$ cat config.mk
export PLATFORM = sky130hd
export DESIGN_NAME = oam_dma
export DESIGN_NICKNAME = d
export VERILOG_FILES = /design/src/rtl/oam_dma.sv
export SDC_FILE = /design/constraint.sdc
export NUM_CORES = 1
export LEC_CHECK = 0
export BUFFER_PORTS_ARGS = -buffer_cell sky130_fd_sc_hd__buf_2
export CORE_MARGIN = 2
export CORE_UTILIZATION = 52
export CTS_CLUSTER_SIZE = 12
export DETAILED_ROUTE_END_ITERATION = 8
export HOLD_SLACK_MARGIN = 0.1
export PLACE_DENSITY = 0.85
export SLEW_MARGIN = 30
export SYNTH_ARGS = -nofsm -noshare
export SYNTH_HDL_FRONTEND = slang
export SYNTH_SLANG_ARGS = --single-unit
$ cat constraint.sdc
create_clock -name clk -period 3.5 [get_ports clk]
set_input_delay 0.35 -clock clk [delete_from_list [all_inputs] [get_ports clk]]
set_output_delay 0.35 -clock clk [all_outputs]
set_load 0.05 [all_outputs]
$ cat src/rtl/oam_dma.sv
// Sprite DMA bus initiator: a CPU write to DMA_REG_ADDR halts the CPU and copies
// one 256-byte page into PPU OAM through 256 writes to OAM_DATA_ADDR.
//
//  state | meaning
//  ------+--------------------------------------------------------------
//  IDLE  | bus passes through from the CPU, waiting for a trigger write
//  HALT  | CPU stalled, its current cycle still completes on the bus
//  ALIGN | dummy read so that the first READ lands on a get cycle
//  READ  | read byte {page,idx} into the latch
//  WRITE | write the latched byte to OAMDATA, advance idx
module oam_dma #(
  parameter logic [15:0] DMA_REG_ADDR  = 16'h4014,
  parameter logic [15:0] OAM_DATA_ADDR = 16'h2004,
  parameter bit          ALIGN_EN      = 1'b1
) (
  input  logic        clk,
  input  logic        rst,
  input  logic [15:0] cpu_addr_i,
  input  logic        cpu_rw_i,
  input  logic [7:0]  cpu_data_i,
  input  logic [7:0]  bus_rdata_i,
  output logic        halt_o,
  output logic [15:0] bus_addr_o,
  output logic        bus_rw_o,
  output logic [7:0]  bus_data_o,
  output logic        busy_o,
  output logic        done_o
);

  typedef enum logic [2:0] {
    S_IDLE,
    S_HALT,
    S_ALIGN,
    S_READ,
    S_WRITE
  } state_t;

  state_t      state;
  state_t      state_nx;
  logic        parity;
  logic [7:0]  idx;
  logic [7:0]  page;
  logic [7:0]  latch;
  logic        done_q;
  logic        trig;
  logic        last_write;

  assign trig       = (cpu_addr_i == DMA_REG_ADDR) && !cpu_rw_i;
  assign last_write = (state == S_WRITE) && (idx == 8'hFF);

  always_ff @(posedge clk) begin
    if (!rst) begin
      state  <= S_IDLE;
      parity <= 1'b0;
      idx    <= 8'h00;
      page   <= 8'h00;
      latch  <= 8'h00;
      done_q <= 1'b0;
    end else begin
      state  <= state_nx;
      parity <= ~parity;
      done_q <= last_write;
      if ((state == S_IDLE) && trig) begin
        page <= cpu_data_i;
      end
      if (state == S_READ) begin
        latch <= bus_rdata_i;
      end
      // idx wraps from 8'hFF back to 0 on the final write
      if (state == S_WRITE) begin
        idx <= idx + 8'h01;
      end
    end
  end

  always_comb begin
    state_nx = state;
    case (state)
      S_IDLE:  if (trig) state_nx = S_HALT;
      // parity==1 now means the following cycle is a get cycle
      S_HALT:  state_nx = (parity || !ALIGN_EN) ? S_READ : S_ALIGN;
      S_ALIGN: state_nx = S_READ;
      S_READ:  state_nx = S_WRITE;
      S_WRITE: state_nx = (idx == 8'hFF) ? S_IDLE : S_READ;
      default: state_nx = S_IDLE;
    endcase
  end

  always_comb begin
    halt_o     = 1'b0;
    busy_o     = 1'b0;
    bus_addr_o = cpu_addr_i;
    bus_rw_o   = cpu_rw_i;
    bus_data_o = cpu_data_i;
    case (state)
      S_HALT: begin
        halt_o = 1'b1;
      end
      S_ALIGN, S_READ: begin
        halt_o     = 1'b1;
        busy_o     = 1'b1;
        bus_addr_o = {page, idx};
        bus_rw_o   = 1'b1;
      end
      S_WRITE: begin
        halt_o     = 1'b1;
        busy_o     = 1'b1;
        bus_addr_o = OAM_DATA_ADDR;
        bus_rw_o   = 1'b0;
        bus_data_o = latch;
      end
      default: ;
    endcase
  end

  assign done_o = done_q;

endmodule

# ---- After elaboration in Yosys (flattened, before gate mapping)
# Index checks and enable logic that the tools add are counted.
dict set report word_totals {
  reg_bits 29
  out_inout_bits 28
  word_cells 32
}
dict set report op_classes {
  add_sub_neg 1
  n_eq_ne 7
  mux 9
  bitwise 1
  reduce_logical 8
}
# operator n
set op_table {}
lappend op_table {{$pmux 16 s2} 1}
lappend op_table {{$eq 16x15->1 const B} 1}
lappend op_table {{$pmux 3 s5} 1}
lappend op_table {{$add 8x1->8 const B} 1}
lappend op_table {{$eq 8x8->1 const B} 1}
lappend op_table {{$mux 8} 1}
lappend op_table {{$eq 3x2->1 const B} 2}
lappend op_table {{$reduce_or 4->1} 1}
lappend op_table {{$eq 3x1->1 const B} 1}
lappend op_table {{$eq 3x3->1 const B} 1}
lappend op_table {{$logic_and 1x1->1} 3}
lappend op_table {{$logic_not 3->1} 1}
lappend op_table {{$mux 1} 3}
lappend op_table {{$mux 3} 1}
lappend op_table {{$reduce_or 3->1} 1}
lappend op_table {{$mux 2} 1}
lappend op_table {{$ne 2x2->1 const B} 1}
lappend op_table {{$pmux 1 s2} 1}
lappend op_table {{$reduce_or 2->1} 1}
lappend op_table {{$logic_not 1->1} 1}
lappend op_table {{$not 1->1} 1}

# ---- Longest topological paths before layout
# Gate-level depths: netlist of the first run.
dict set report depth {
  word_depth 4
  depth_mapped 6
  ltp_nobuf 5
}

# ---- Worst setup path before layout of the first run
# No wires, ideal clock.
dict set report synth_path {
  path_kind {register to output}
  start {register state[2]}
  end {output port bus_addr_o[7]}
  arrival_time_ns 2.068
  required_time_ns 3.150
  setup_slack_ns 1.082
  stages_incl_launch_ff 6
  n_path_buf 3
  cell_sequence {dfxtp_1 > buf_2 > nand2b_1 > clkbuf_1 > clkbuf_1 > o21ai_0}
}
dict set report synth_between {
  elab_chain_cells 3
  word_cells_on_any_way 5
  cone_classes {3 x eq/ne; 1 x mux; 1 x reduce/logical}
}
# item line
set synth_lines {}
lappend synth_lines {{start: declaration} 38} ;# state_t state;
lappend synth_lines {{start signal: assignment} 60} ;# state <= state_nx;
lappend synth_lines {{$eq 3x2->1} 95} ;# case (state)
lappend synth_lines {{$reduce_or 2->1} n/a}
lappend synth_lines {{$pmux 16 s2 (*)} 95}
lappend synth_lines {{end: declaration} 23} ;# output logic [15:0] bus_addr_o,
# Every way passes the cells marked *; elsewhere a longest branch is shown, timed or not.

# ---- Worst setup path after layout of the first run
dict set report layout_path {
  start {register state[0]}
  end {output port bus_addr_o[0]}
}
# Same word-level chain as after synthesis.

==> results of run 1 <==
## critical path: cells and delay by family, from the launching register on
kind                   cells  cell delay, ps
buffers and inverters      1             260
flip-flops                 1             650
AND/OR/NAND/NOR            3            1130
## synth_stat cells, types with 3 or more instances
| library cell | number | area [sq um] |
|---|---|---|
| sky130_fd_sc_hd__nor2_1 | 11 | 41.3 |
| sky130_fd_sc_hd__buf_2 | 3 | 15.0 |
| sky130_fd_sc_hd__o21ai_0 | 13 | 65.1 |
| sky130_fd_sc_hd__nor3_1 | 3 | 15.0 |
| sky130_fd_sc_hd__and2_1 | 3 | 18.8 |
| sky130_fd_sc_hd__nand4_1 | 10 | 62.6 |
| sky130_fd_sc_hd__dfxtp_1 | 29 | 581 |
| sky130_fd_sc_hd__xnor2_1 | 4 | 35.0 |
| sky130_fd_sc_hd__a21oi_1 | 19 | 95.1 |
| sky130_fd_sc_hd__nand2_1 | 68 | 255 |
| sky130_fd_sc_hd__nand3_1 | 29 | 145 |
| sky130_fd_sc_hd__clkbuf_1 | 12 | 45.0 |
| sky130_fd_sc_hd__nor4b_1 | 3 | 26.3 |
## power groups by stage
stage / clock network, mW / logic (mW) / registers, mW
after floorplan: 0 / 0.202 / 0.343
after detailed placement: 0 / 0.269 / 0.354
after global placement: 0 / 0.267 / 0.353
after CTS: 0.213 / 0.269 / 0.346
final: 0.210 / 0.270 / 0.346
after global routing: 0.227 / 0.287 / 0.348
## cell families after synthesis
family                   count (synthesis)
AND/OR/NAND/NOR                        141
buffers and inverters                   19
adder cells (fa/ha/maj)                  1
flip-flops                              29
XOR/XNOR                                 5
AO/OA/AOI/OAI                           35
## layout make-up
cell class,count,area share (%)
multi-input cells,182,47.8
flip-flops and latches,29,29.6
repair buffers,66,17.3
clock buffers,7,2.81
well taps,33,2.10
inverters,2,0.383
## path summary, 6_finish.rpt
kind / slack, ps / endpoint / from / cells after the start
hold reg to reg: 410 / parity / parity / 1
hold / removal: 270 / latch[1] / bus_rdata_i[1] / 3
setup / recovery: 770 / bus_addr_o[0] / state[0] / 4
setup reg to reg: 1480 / idx[4] / state[0] / 4
## routing by layer
layer / vias up / track usage, % / part of all wire (%)
li1: 901 / - / -
met1: 809 / 34.6 / 44
met2: 74 / 41.8 / 47
met3: 11 / 4.59 / 6.7
met4: 0 / 15.3 / 1.8
met5: - / 0 / 0
## through the flow
step                cell area, sq um  cells  setup slack [ps]  total power [mW]  hold WS (ps)
global route                    1960    319               564             0.862           280
floorplan                       1590    230              1080             0.546           384
CTS                             1960    319               785             0.829           264
detailed placement              1910    312              1170             0.623           399
global placement                1910    312              1190             0.620           396
finish                          1960    319               772             0.826           271
## sequential cells by signal, summed over array words and instances (netlist names)
signal / flops
parity: 1
page: 8
latch: 8
idx: 8
state: 3
done_o: 1
==> impl_results.html, run 1 <==
<table>
<tr><th>Metric</th><th>Value</th></tr>
<tr><th colspan="2">Pwr</th></tr>
<tr><td>Static leakage</td><td>0.879 nW</td></tr>
<tr><td>Internal cell power</td><td>0.497 mW</td></tr>
<tr><td>Power per standard cell area</td><td>421 mW/mm^2</td></tr>
<tr><td>Worst vdd ir</td><td>0.189 mV</td></tr>
<tr><td>Clock network fraction of design power</td><td>25.4%</td></tr>
<tr><td>Sequential fraction of design power</td><td>41.9%</td></tr>
<tr><td>Combinational Power Share</td><td>32.6%</td></tr>
<tr><td>Sw power</td><td>0.329 mW</td></tr>
<tr><td>Switching fraction of total power</td><td>39.8%</td></tr>
<tr><th colspan="2">Logic synthesis</th></tr>
<tr><td>Post-Synth XOR/XNOR Area</td><td>2.75%</td></tr>
<tr><td>Main combinational cell family by area after synthesis</td><td>simple AND/OR/NAND/NOR gates</td></tr>
<tr><td>Area share of and/or/nand/nor cells after synthesis</td><td>43.2%</td></tr>
<tr><td>Share of synthesized cell area in full adder, half adder and majority cells</td><td>0.786%</td></tr>
<tr><td>Synthesized-area fraction occupied by ao, oa, aoi and oai cells</td><td>12.1%</td></tr>
<tr><td>Part of the Yosys area used for sequential elements</td><td>36.4%</td></tr>
<tr><td>Yosys Warn Count</td><td>0</td></tr>
<tr><td>Net count after synthesis</td><td>266</td></tr>
<tr><td>Post-synth top flop</td><td>sky130_fd_sc_hd__dfxtp_1</td></tr>
<tr><td>Mapped Cells</td><td>230</td></tr>
<tr><td>Average instance area after synthesis</td><td>6.93 sq um</td></tr>
<tr><td>FF+latch count, synth</td><td>29</td></tr>
<tr><td>Combined area of all synthesized cells</td><td>0.00159 sq mm</td></tr>
<tr><td>Share of synthesized area spent on multiplexers</td><td>0%</td></tr>
<tr><td>Number of enable flip-flop cells after synthesis</td><td>0</td></tr>
<tr><td>Synth async-reset ratio</td><td>0%</td></tr>
<tr><td>Number of distinct library cells after synthesis</td><td>32</td></tr>
<tr><th colspan="2">Finish</th></tr>
<tr><td>Sequential Area</td><td>581 sq um</td></tr>
<tr><td>Layout cells sized above 1</td><td>27.3%</td></tr>
<tr><td>Layout area overhead</td><td>23.2%</td></tr>
<tr><td>Antenna cell count</td><td>0</td></tr>
<tr><td>Count of fill cells added during filler insertion</td><td>265</td></tr>
<tr><td>Highest-count cells in the layout ignoring fill and taps</td><td>sky130_fd_sc_hd__nand2_1 (68), sky130_fd_sc_hd__buf_2 (62), sky130_fd_sc_hd__nand3_1 (29), sky130_fd_sc_hd__dfxtp_1 (29), sky130_fd_sc_hd__a21oi_1 (19)</td></tr>
<tr><td>Area of the multi-input gates</td><td>937 sq um</td></tr>
<tr><td>Fin util</td><td>65.9%</td></tr>
<tr><td>Net count of the finished layout</td><td>322</td></tr>
<tr><td>Leading cell type in the layout, fill and taps excluded</td><td>sky130_fd_sc_hd__nand2_1</td></tr>
<tr><th colspan="2">Detailed routing</th></tr>
<tr><td>Via count normalized by instance count</td><td>5.63</td></tr>
<tr><td>Detail-routed net length per standard cell</td><td>13.7 um</td></tr>
<tr><td>Total detailed-routing wirelength</td><td>4.36 mm</td></tr>
<tr><td>Detailed-route via count</td><td>1,795</td></tr>
<tr><td>First-pass DRT Iterations</td><td>4</td></tr>
<tr><td>Residual DRC count</td><td>0</td></tr>
<tr><td>DRC violation total after the first TritonRoute iteration</td><td>95</td></tr>
<tr><td>Post-detailed-route count of antenna-violating nets</td><td>0</td></tr>
<tr><th colspan="2">Floorplanning</th></tr>
<tr><td># IOs</td><td>63</td></tr>
<tr><td>Std cell rows</td><td>20</td></tr>
<tr><td>Area of the die</td><td>0.00352 sq mm</td></tr>
<tr><td>Die width</td><td>59.3 um</td></tr>
<tr><td>Core Box Area</td><td>0.00298 sq mm</td></tr>
<tr><td>Die span in y</td><td>59.3 um</td></tr>
<tr><td>Effective utilization at floorplan</td><td>53.5%</td></tr>
<tr><th colspan="2">Critical path</th></tr>
<tr><td>Slowest cell on the critical path</td><td>sky130_fd_sc_hd__or3b_1</td></tr>
<tr><td>CP max FO</td><td>28</td></tr>
<tr><td>Worst setup EP type</td><td>primary output</td></tr>
<tr><td>Type of origin of the critical path</td><td>flip-flop</td></tr>
<tr><td>Worst path cell trace</td><td>or3b_1, nand3_1, nand2_1, buf_2</td></tr>
<tr><td>Delay of the slowest critical-path stage</td><td>830 ps</td></tr>
<tr><td>Critical Setup Path Class</td><td>reg2out</td></tr>
<tr><td>Data required time at the worst endpoint</td><td>3150 ps</td></tr>
<tr><td>Data arrival, critical path</td><td>2380 ps</td></tr>
<tr><th colspan="2">CTS</th></tr>
<tr><td>H-tree levels</td><td>2</td></tr>
<tr><td>Number of CTS-inserted buffers</td><td>5</td></tr>
<tr><td>Clk Tree Root Cell</td><td>sky130_fd_sc_hd__clkbuf_4</td></tr>
<tr><td>Number of sinks handled by clock tree synthesis</td><td>29</td></tr>
<tr><td>TritonCTS clock tree</td><td>done</td></tr>
<tr><td># hold bufs at CTS</td><td>0</td></tr>
<tr><td>Postcts setup bufs</td><td>0</td></tr>
<tr><td>Worst-path clk slew</td><td>90 ps</td></tr>
<tr><td>CTS-repair resized insts</td><td>0</td></tr>
<tr><td>Worst-case clock buffer depth</td><td>2</td></tr>
<tr><td>Clock network latency to the later pin of the worst-skew pair</td><td>340 ps</td></tr>
<tr><th colspan="2">Place</th></tr>
<tr><td>Placer congestion estimate</td><td>0.829</td></tr>
<tr><td>Count of input and output buffers</td><td>62</td></tr>
<tr><td>Half-perimeter wire length of the detailed placement result</td><td>3.03 mm</td></tr>
<tr><th colspan="2">Timing</th></tr>
<tr><td>Headroom to the max-slew limit</td><td>37.3%</td></tr>
<tr><td>Final setup TNS</td><td>0 ps</td></tr>
<tr><td>Minimum period implied by the final worst setup slack</td><td>2730 ps</td></tr>
<tr><td>Final Hold Vio Count</td><td>0</td></tr>
<tr><td>Slew at the pin closest to its max-slew limit</td><td>940 ps</td></tr>
<tr><td>Maximum clock frequency</td><td>367 MHz</td></tr>
<tr><td>Unrepaired setup endpoints after global routing</td><td>false</td></tr>
<tr><td>Final critical-path share of the clock period</td><td>77.9%</td></tr>
<tr><td>Total count of max-transition violations in the final report</td><td>0</td></tr>
<tr><td>Clk_skew</td><td>3.26 ps</td></tr>
<tr><td># setup viols final</td><td>0</td></tr>
<tr><th colspan="2">Outcome</th></tr>
<tr><td>Outcome</td><td>finished, final reports clean</td></tr>
<tr><th colspan="2">Hold path</th></tr>
<tr><td>Path class of the lowest-slack min-delay path</td><td>in2reg</td></tr>
<tr><th colspan="2">Global routing</th></tr>
<tr><td>Antenna violations before repair</td><td>0</td></tr>
<tr><td>Vias in the first global route</td><td>1,593</td></tr>
<tr><td>Largest net degree at the start of global routing</td><td>29</td></tr>
<tr><td>Global route overflow</td><td>0</td></tr>
<tr><td>Gr usage total</td><td>26.7%</td></tr>
<tr><td>Wire length of the first global-routing pass</td><td>7.04 mm</td></tr>
<tr><th colspan="2">Job</th></tr>
<tr><td>Maximum capacitance violations</td><td>0</td></tr>
</table>
No activity file was read; power rests on OpenSTA's default activity.
==> run 2, diff against run 1 <==
--- a/config.mk
+++ b/config.mk
@@ -7,11 +7,11 @@
 export LEC_CHECK = 0
 export BUFFER_PORTS_ARGS = -buffer_cell sky130_fd_sc_hd__buf_2
 export CORE_MARGIN = 2
-export CORE_UTILIZATION = 52
+export CORE_UTILIZATION = 48
 export CTS_CLUSTER_SIZE = 12
 export DETAILED_ROUTE_END_ITERATION = 8
 export HOLD_SLACK_MARGIN = 0.1
-export PLACE_DENSITY = 0.85
+export PLACE_DENSITY = 0.79
 export SLEW_MARGIN = 30
 export SYNTH_ARGS = -nofsm -noshare
 export SYNTH_HDL_FRONTEND = slang
==> constraint.sdc (replaced) <==
create_clock -name clk -period 2.6 [get_ports clk]
set_input_delay 0.26 -clock clk [delete_from_list [all_inputs] [get_ports clk]]
set_output_delay 0.26 -clock clk [all_outputs]
set_load 0.05 [all_outputs]
==> impl_results.html, run 2 (same netlist as run 1, synthesis figures left out) <==
<table>
<tr><th>Metric</th><th>Value</th></tr>
<tr><th colspan="2">Critical path</th></tr>
<tr><td>Worst path cell trace</td><td>or3b_1, nand3_1, o21ai_0, buf_2</td></tr>
<tr><td>Worst Path Buf+Inv</td><td>1</td></tr>
<tr><td>Slowest cell on the critical path</td><td>sky130_fd_sc_hd__or3b_1</td></tr>
<tr><td>Type of origin of the critical path</td><td>flip-flop</td></tr>
<tr><td>CP max FO</td><td>28</td></tr>
<tr><td>Data arrival, critical path</td><td>2170 ps</td></tr>
<tr><td>Top Family by Delay on Critical Path</td><td>simple AND/OR/NAND/NOR gates</td></tr>
<tr><td>Data required time at the worst endpoint</td><td>2340 ps</td></tr>
<tr><td>Delay of the slowest critical-path stage</td><td>780 ps</td></tr>
<tr><td>Critical Setup Path Class</td><td>reg2out</td></tr>
<tr><td>Worst setup EP type</td><td>primary output</td></tr>
<tr><td>Number of cells on the critical path</td><td>4</td></tr>
<tr><td>Worst-case reg-to-reg path depth</td><td>4</td></tr>
<tr><th colspan="2">Pwr</th></tr>
<tr><td>Power per standard cell area</td><td>557 mW/mm^2</td></tr>
<tr><td>Switching fraction of total power</td><td>39.4%</td></tr>
<tr><td>Sw power</td><td>0.435 mW</td></tr>
<tr><td>Static leakage</td><td>0.884 nW</td></tr>
<tr><td>Worst vdd ir</td><td>0.345 mV</td></tr>
<tr><td>Post-layout power</td><td>1.10 mW</td></tr>
<tr><td>Clock network fraction of design power</td><td>24.9%</td></tr>
<tr><td>Combinational Power Share</td><td>33.6%</td></tr>
<tr><td>Internal cell power</td><td>0.669 mW</td></tr>
<tr><td>Sequential fraction of design power</td><td>41.5%</td></tr>
<tr><th colspan="2">Global routing</th></tr>
<tr><td>Wire length of the first global-routing pass</td><td>6.44 mm</td></tr>
<tr><td>Largest net degree at the start of global routing</td><td>29</td></tr>
<tr><td>Gr usage total</td><td>23.7%</td></tr>
<tr><td>Vias in the first global route</td><td>1,391</td></tr>
<tr><td>Global route overflow</td><td>0</td></tr>
<tr><td>Antenna violations before repair</td><td>0</td></tr>
<tr><th colspan="2">Detailed routing</th></tr>
<tr><td>Detail-routed net length per standard cell</td><td>12.9 um</td></tr>
<tr><td>Post-detailed-route count of antenna-violating nets</td><td>0</td></tr>
<tr><td>Total detailed-routing wirelength</td><td>4.28 mm</td></tr>
<tr><td>Detailed-route via count</td><td>1,767</td></tr>
<tr><td>Residual DRC count</td><td>0</td></tr>
<tr><td>First-pass DRT Iterations</td><td>4</td></tr>
<tr><td>DRC violation total after the first TritonRoute iteration</td><td>114</td></tr>
<tr><td>Via count normalized by instance count</td><td>5.34</td></tr>
<tr><th colspan="2">Finish</th></tr>
<tr><td>Layout cells sized above 1</td><td>27.5%</td></tr>
<tr><td>Layout area overhead</td><td>24.5%</td></tr>
<tr><td>Leading cell type in the layout, fill and taps excluded</td><td>sky130_fd_sc_hd__nand2_1</td></tr>
<tr><td>Antenna cell count</td><td>0</td></tr>
<tr><td>Net count of the finished layout</td><td>323</td></tr>
<tr><td>Fin util</td><td>63.9%</td></tr>
<tr><td>Area of the multi-input gates</td><td>937 sq um</td></tr>
<tr><td>Fin cells</td><td>331</td></tr>
<tr><td>Sequential Area</td><td>581 sq um</td></tr>
<tr><td>Count of fill cells added during filler insertion</td><td>316</td></tr>
<tr><td>Registers with the most flip-flops</td><td>idx x8, latch x8, page x8</td></tr>
<tr><td>Highest-count cells in the layout ignoring fill and taps</td><td>sky130_fd_sc_hd__nand2_1 (68), sky130_fd_sc_hd__buf_2 (62), sky130_fd_sc_hd__nand3_1 (29), sky130_fd_sc_hd__dfxtp_1 (29), sky130_fd_sc_hd__a21oi_1 (19)</td></tr>
<tr><th colspan="2">CTS</th></tr>
<tr><td>CTS-repair resized insts</td><td>0</td></tr>
<tr><td>Number of sinks handled by clock tree synthesis</td><td>29</td></tr>
<tr><td>Clock network latency to the later pin of the worst-skew pair</td><td>320 ps</td></tr>
<tr><td>Worst-case clock buffer depth</td><td>2</td></tr>
<tr><td>H-tree levels</td><td>2</td></tr>
<tr><td>Postcts setup bufs</td><td>0</td></tr>
<tr><td># hold bufs at CTS</td><td>0</td></tr>
<tr><td>TritonCTS clock tree</td><td>done</td></tr>
<tr><td>Worst-path clk slew</td><td>90 ps</td></tr>
<tr><td>Number of CTS-inserted buffers</td><td>5</td></tr>
<tr><td>Clk Tree Root Cell</td><td>sky130_fd_sc_hd__clkbuf_4</td></tr>
<tr><th colspan="2">Timing</th></tr>
<tr><td>Final critical-path share of the clock period</td><td>93.4%</td></tr>
<tr><td>Slew at the pin closest to its max-slew limit</td><td>921 ps</td></tr>
<tr><td>Hold WS</td><td>189 ps</td></tr>
<tr><td>Minimum period implied by the final worst setup slack</td><td>2430 ps</td></tr>
<tr><td>Clk_skew</td><td>4.39 ps</td></tr>
<tr><td>Final setup TNS</td><td>0 ps</td></tr>
<tr><td>Headroom to the max-slew limit</td><td>38.6%</td></tr>
<tr><td>Total count of max-transition violations in the final report</td><td>0</td></tr>
<tr><td>Unrepaired setup endpoints after global routing</td><td>false</td></tr>
<tr><td>Maximum clock frequency</td><td>412 MHz</td></tr>
<tr><td>Final Hold Vio Count</td><td>0</td></tr>
<tr><td># setup viols final</td><td>0</td></tr>
<tr><th colspan="2">Floorplanning</th></tr>
<tr><td>Core Box Area</td><td>0.00310 sq mm</td></tr>
<tr><td># IOs</td><td>63</td></tr>
<tr><td>Effective utilization at floorplan</td><td>51.3%</td></tr>
<tr><td>Std cell rows</td><td>20</td></tr>
<tr><td>Die width</td><td>61.6 um</td></tr>
<tr><td>Area of the die</td><td>0.00380 sq mm</td></tr>
<tr><td>Die span in y</td><td>61.6 um</td></tr>
<tr><th colspan="2">Place</th></tr>
<tr><td>Count of input and output buffers</td><td>62</td></tr>
<tr><td>Cells after DPL</td><td>324</td></tr>
<tr><td>Placer congestion estimate</td><td>0.831</td></tr>
<tr><td>Half-perimeter wire length of the detailed placement result</td><td>3.06 mm</td></tr>
<tr><th colspan="2">Job</th></tr>
<tr><td>Maximum capacitance violations</td><td>0</td></tr>
<tr><th colspan="2">Outcome</th></tr>
<tr><td>Outcome</td><td>finished, final reports clean</td></tr>
<tr><th colspan="2">Hold path</th></tr>
<tr><td>WHS Path Cells</td><td>3</td></tr>
<tr><td>Path class of the lowest-slack min-delay path</td><td>in2reg</td></tr>
</table>
## run 2: cell types whose count changed in the layout (fill, tap and decap cells not counted), sizes merged
cell  before  now
buf       66   67
## run 2: power by group through the flow
stage / clock network, mW / registers, mW / logic [mW]
global placement: 0 / 0.468 / 0.369
global route: 0.307 / 0.460 / 0.395
floorplan: 0 / 0.462 / 0.273
detailed placement: 0 / 0.468 / 0.370
finish: 0.275 / 0.458 / 0.371
CTS: 0.283 / 0.458 / 0.371
## run 2: worst paths after layout
kind                  startpoint            end  slack [ps]
hold reg to reg           parity         parity         440
setup / recovery        state[2]  bus_addr_o[7]         170
hold / removal    bus_rdata_i[5]       latch[5]         190
setup reg to reg        state[2]         idx[6]         590
## run 2: cell type report
class / instances / area share (%)
clock buffer: 7 / 2.78
inverter: 2 / 0.379
multi-input combinational: 182 / 47.3
sequential: 29 / 29.3
tap: 44 / 2.78
timing repair buffer: 67 / 17.5
## run 2: routing by layer
layer	wire length, um	track usage [%]
met5	0	0
met4	51	8.51
met3	277	6.30
met2	2010	36.4
met1	1940	32.0
## run 2: worst reg2reg max path, stage by stage, from the launching register on
cell and delay, ps:
sky130_fd_sc_hd__dfxtp_1 510, sky130_fd_sc_hd__or3b_1 780, sky130_fd_sc_hd__nor3_1 360, sky130_fd_sc_hd__xnor2_1 170, sky130_fd_sc_hd__nor2_1 70
## run 2: per-stage QoR
stage | cell area [sq um] | worst slack, ps
after floorplan | 1590 | 272
after global placement | 1930 | 566
after detailed placement | 1930 | 541
after CTS | 1980 | 156
after global routing | 1980 | 16.4
final | 1980 | 172
==> run 3, diff against run 2 <==
--- a/config.mk
+++ b/config.mk
@@ -6,6 +6,7 @@
 export NUM_CORES = 1
 export LEC_CHECK = 0
 export BUFFER_PORTS_ARGS = -buffer_cell sky130_fd_sc_hd__buf_2
+export CORE_ASPECT_RATIO = 0.5
 export CORE_MARGIN = 2
 export CORE_UTILIZATION = 48
 export CTS_CLUSTER_SIZE = 12
==> impl_results.html, run 3 (same netlist as run 1, synthesis figures left out) <==
<table>
<tr><th>Metric</th><th>Value</th></tr>
<tr><th colspan="2">Outcome</th></tr>
<tr><td>Outcome</td><td>finished, final reports clean</td></tr>
<tr><th colspan="2">Pwr</th></tr>
<tr><td>Static leakage</td><td>0.891 nW</td></tr>
<tr><td>Power per standard cell area</td><td>588 mW/mm^2</td></tr>
<tr><td>Worst vdd ir</td><td>0.367 mV</td></tr>
<tr><th colspan="2">Timing</th></tr>
<tr><td># setup viols final</td><td>0</td></tr>
<tr><td>Unrepaired setup endpoints after global routing</td><td>false</td></tr>
<tr><td>Total count of max-transition violations in the final report</td><td>0</td></tr>
<tr><td>Minimum period implied by the final worst setup slack</td><td>2270 ps</td></tr>
<tr><td>Final Hold Vio Count</td><td>0</td></tr>
<tr><td>Final setup TNS</td><td>0 ps</td></tr>
<tr><td>Headroom to the max-slew limit</td><td>46.8%</td></tr>
<tr><td>Hold WS</td><td>242 ps</td></tr>
<tr><td>Maximum clock frequency</td><td>440 MHz</td></tr>
<tr><td>Slew at the pin closest to its max-slew limit</td><td>797 ps</td></tr>
<tr><td>Final critical-path share of the clock period</td><td>87.5%</td></tr>
<tr><td>Clk_skew</td><td>5.27 ps</td></tr>
<tr><th colspan="2">Global routing</th></tr>
<tr><td>Vias in the first global route</td><td>1,554</td></tr>
<tr><td>Wire length of the first global-routing pass</td><td>6.93 mm</td></tr>
<tr><td>Global route overflow</td><td>0</td></tr>
<tr><td>Largest net degree at the start of global routing</td><td>27</td></tr>
<tr><td>Antenna violations before repair</td><td>0</td></tr>
<tr><td>Gr usage total</td><td>23.2%</td></tr>
<tr><th colspan="2">CTS</th></tr>
<tr><td># hold bufs at CTS</td><td>0</td></tr>
<tr><td>Number of CTS-inserted buffers</td><td>5</td></tr>
<tr><td>TritonCTS clock tree</td><td>done</td></tr>
<tr><td>Clock network latency to the later pin of the worst-skew pair</td><td>270 ps</td></tr>
<tr><td>CTS-repair resized insts</td><td>0</td></tr>
<tr><td>Worst-case clock buffer depth</td><td>2</td></tr>
<tr><td>Postcts setup bufs</td><td>0</td></tr>
<tr><td>Number of sinks handled by clock tree synthesis</td><td>29</td></tr>
<tr><td>Worst-path clk slew</td><td>60 ps</td></tr>
<tr><td>Clk Tree Root Cell</td><td>sky130_fd_sc_hd__clkbuf_8</td></tr>
<tr><td>H-tree levels</td><td>2</td></tr>
<tr><th colspan="2">Hold path</th></tr>
<tr><td>Path class of the lowest-slack min-delay path</td><td>in2reg</td></tr>
<tr><th colspan="2">Detailed routing</th></tr>
<tr><td>Routed wl met3</td><td>287 um</td></tr>
<tr><td>Met2 wire len</td><td>2.10 mm</td></tr>
<tr><td>Residual DRC count</td><td>0</td></tr>
<tr><td>Post-detailed-route count of antenna-violating nets</td><td>0</td></tr>
<tr><td>Detail-routed net length per standard cell</td><td>13.2 um</td></tr>
<tr><td>Detailed-route via count</td><td>1,762</td></tr>
<tr><td>DRC violation total after the first TritonRoute iteration</td><td>102</td></tr>
<tr><td>First-pass DRT Iterations</td><td>4</td></tr>
<tr><td>Via count normalized by instance count</td><td>5.37</td></tr>
<tr><td>Max layer used</td><td>met4</td></tr>
<tr><td>Wire length on met1</td><td>1.92 mm</td></tr>
<tr><td>Total detailed-routing wirelength</td><td>4.34 mm</td></tr>
<tr><th colspan="2">Place</th></tr>
<tr><td>Half-perimeter wire length of the detailed placement result</td><td>3.14 mm</td></tr>
<tr><td>Count of input and output buffers</td><td>62</td></tr>
<tr><td>Placer congestion estimate</td><td>0.858</td></tr>
<tr><td>Post-DP Area</td><td>0.00192 sq mm</td></tr>
<tr><th colspan="2">Finish</th></tr>
<tr><td>Net count of the finished layout</td><td>323</td></tr>
<tr><td>Highest-count cells in the layout ignoring fill and taps</td><td>sky130_fd_sc_hd__nand2_1 (68), sky130_fd_sc_hd__buf_2 (62), sky130_fd_sc_hd__nand3_1 (29), sky130_fd_sc_hd__dfxtp_1 (29), sky130_fd_sc_hd__a21oi_1 (19)</td></tr>
<tr><td>Leading cell type in the layout, fill and taps excluded</td><td>sky130_fd_sc_hd__nand2_1</td></tr>
<tr><td>Layout area overhead</td><td>25.8%</td></tr>
<tr><td>Registers with the most flip-flops</td><td>idx x8, latch x8, page x8</td></tr>
<tr><td>Antenna cell count</td><td>0</td></tr>
<tr><td>Layout cells sized above 1</td><td>27.1%</td></tr>
<tr><td>Area of all placed cells without fillers</td><td>0.00200 sq mm</td></tr>
<tr><th colspan="2">Critical path</th></tr>
<tr><td>Type of origin of the critical path</td><td>flip-flop</td></tr>
<tr><td>Data arrival, critical path</td><td>2010 ps</td></tr>
<tr><td>CP max FO</td><td>26</td></tr>
<tr><td>Critical Setup Path Class</td><td>reg2out</td></tr>
<tr><td>Worst setup EP type</td><td>primary output</td></tr>
<tr><td>Data required time at the worst endpoint</td><td>2340 ps</td></tr>
<tr><th colspan="2">Floorplanning</th></tr>
<tr><td>Area of the die</td><td>0.00382 sq mm</td></tr>
<tr><td>Die span in y</td><td>44.7 um</td></tr>
<tr><td># IOs</td><td>63</td></tr>
<tr><td>Std cell rows</td><td>14</td></tr>
<tr><td>Core Box Area</td><td>0.00308 sq mm</td></tr>
<tr><td>Effective utilization at floorplan</td><td>51.7%</td></tr>
<tr><td>Die width</td><td>85.5 um</td></tr>
<tr><th colspan="2">Job</th></tr>
<tr><td>Maximum capacitance violations</td><td>0</td></tr>
</table>
## run 3: cell types whose count changed in the layout (fill, tap and decap cells not counted)
| cell | previous run | this run |
|---|---|---|
| sky130_fd_sc_hd__clkbuf_1 | 1 | 3 |
| sky130_fd_sc_hd__clkbuf_4 | 5 | 0 |
| sky130_fd_sc_hd__clkbuf_8 | 1 | 5 |
## run 3: area by class of cell
| cell class | count | area [sq um] |
|---|---|---|
| fillers | 294 | 1080 |
| multi-input cells | 182 | 937 |
| flip-flops and latches | 29 | 581 |
| repair buffers | 67 | 348 |
| clock buffers | 8 | 80.1 |
| well taps | 40 | 50.0 |
| inverters | 2 | 7.51 |
## run 3: power by group
| part | internal, mW | leakage, nW | switching [mW] |
|---|---|---|---|
| registers | 0.451 | 0.234 | 0.00751 |
| logic | 0.0913 | 0.618 | 0.277 |
| clock network | 0.190 | 0.0395 | 0.160 |
| total | 0.732 | 0.891 | 0.445 |
## run 3: critical path: stages (launching register included)
cell,delay [ps]
sky130_fd_sc_hd__dfxtp_1,490
sky130_fd_sc_hd__or3b_1,730
sky130_fd_sc_hd__nand3_1,200
sky130_fd_sc_hd__o21ai_0,90
sky130_fd_sc_hd__buf_2,230
## run 3: per-layer routing
metal,up-vias,global-route usage (%)
met1,810,29.0
met2,50,40.3
met5,-,0
met3,4,6.22
met4,0,7.62
li1,898,-
## run 3: worst paths after layout
path             startpoint       endpoint  slack, ps  cells past startpoint
max reg2reg        state[2]         idx[6]        560                      5
min          bus_rdata_i[2]       latch[2]        240                      3
min reg2reg          parity         parity        400                      1
max                state[2]  bus_addr_o[7]        330                      4
## run 3: through the flow
step	worst slack (ps)	instances	util, %	total power, mW
floorplan	272	230	-	0.735
global placement	598	320	62.4	0.833
detailed placement	557	320	62.4	0.836
CTS	324	328	65.0	1.18
global route	207	328	65.0	1.23
finish	326	328	65.0	1.18
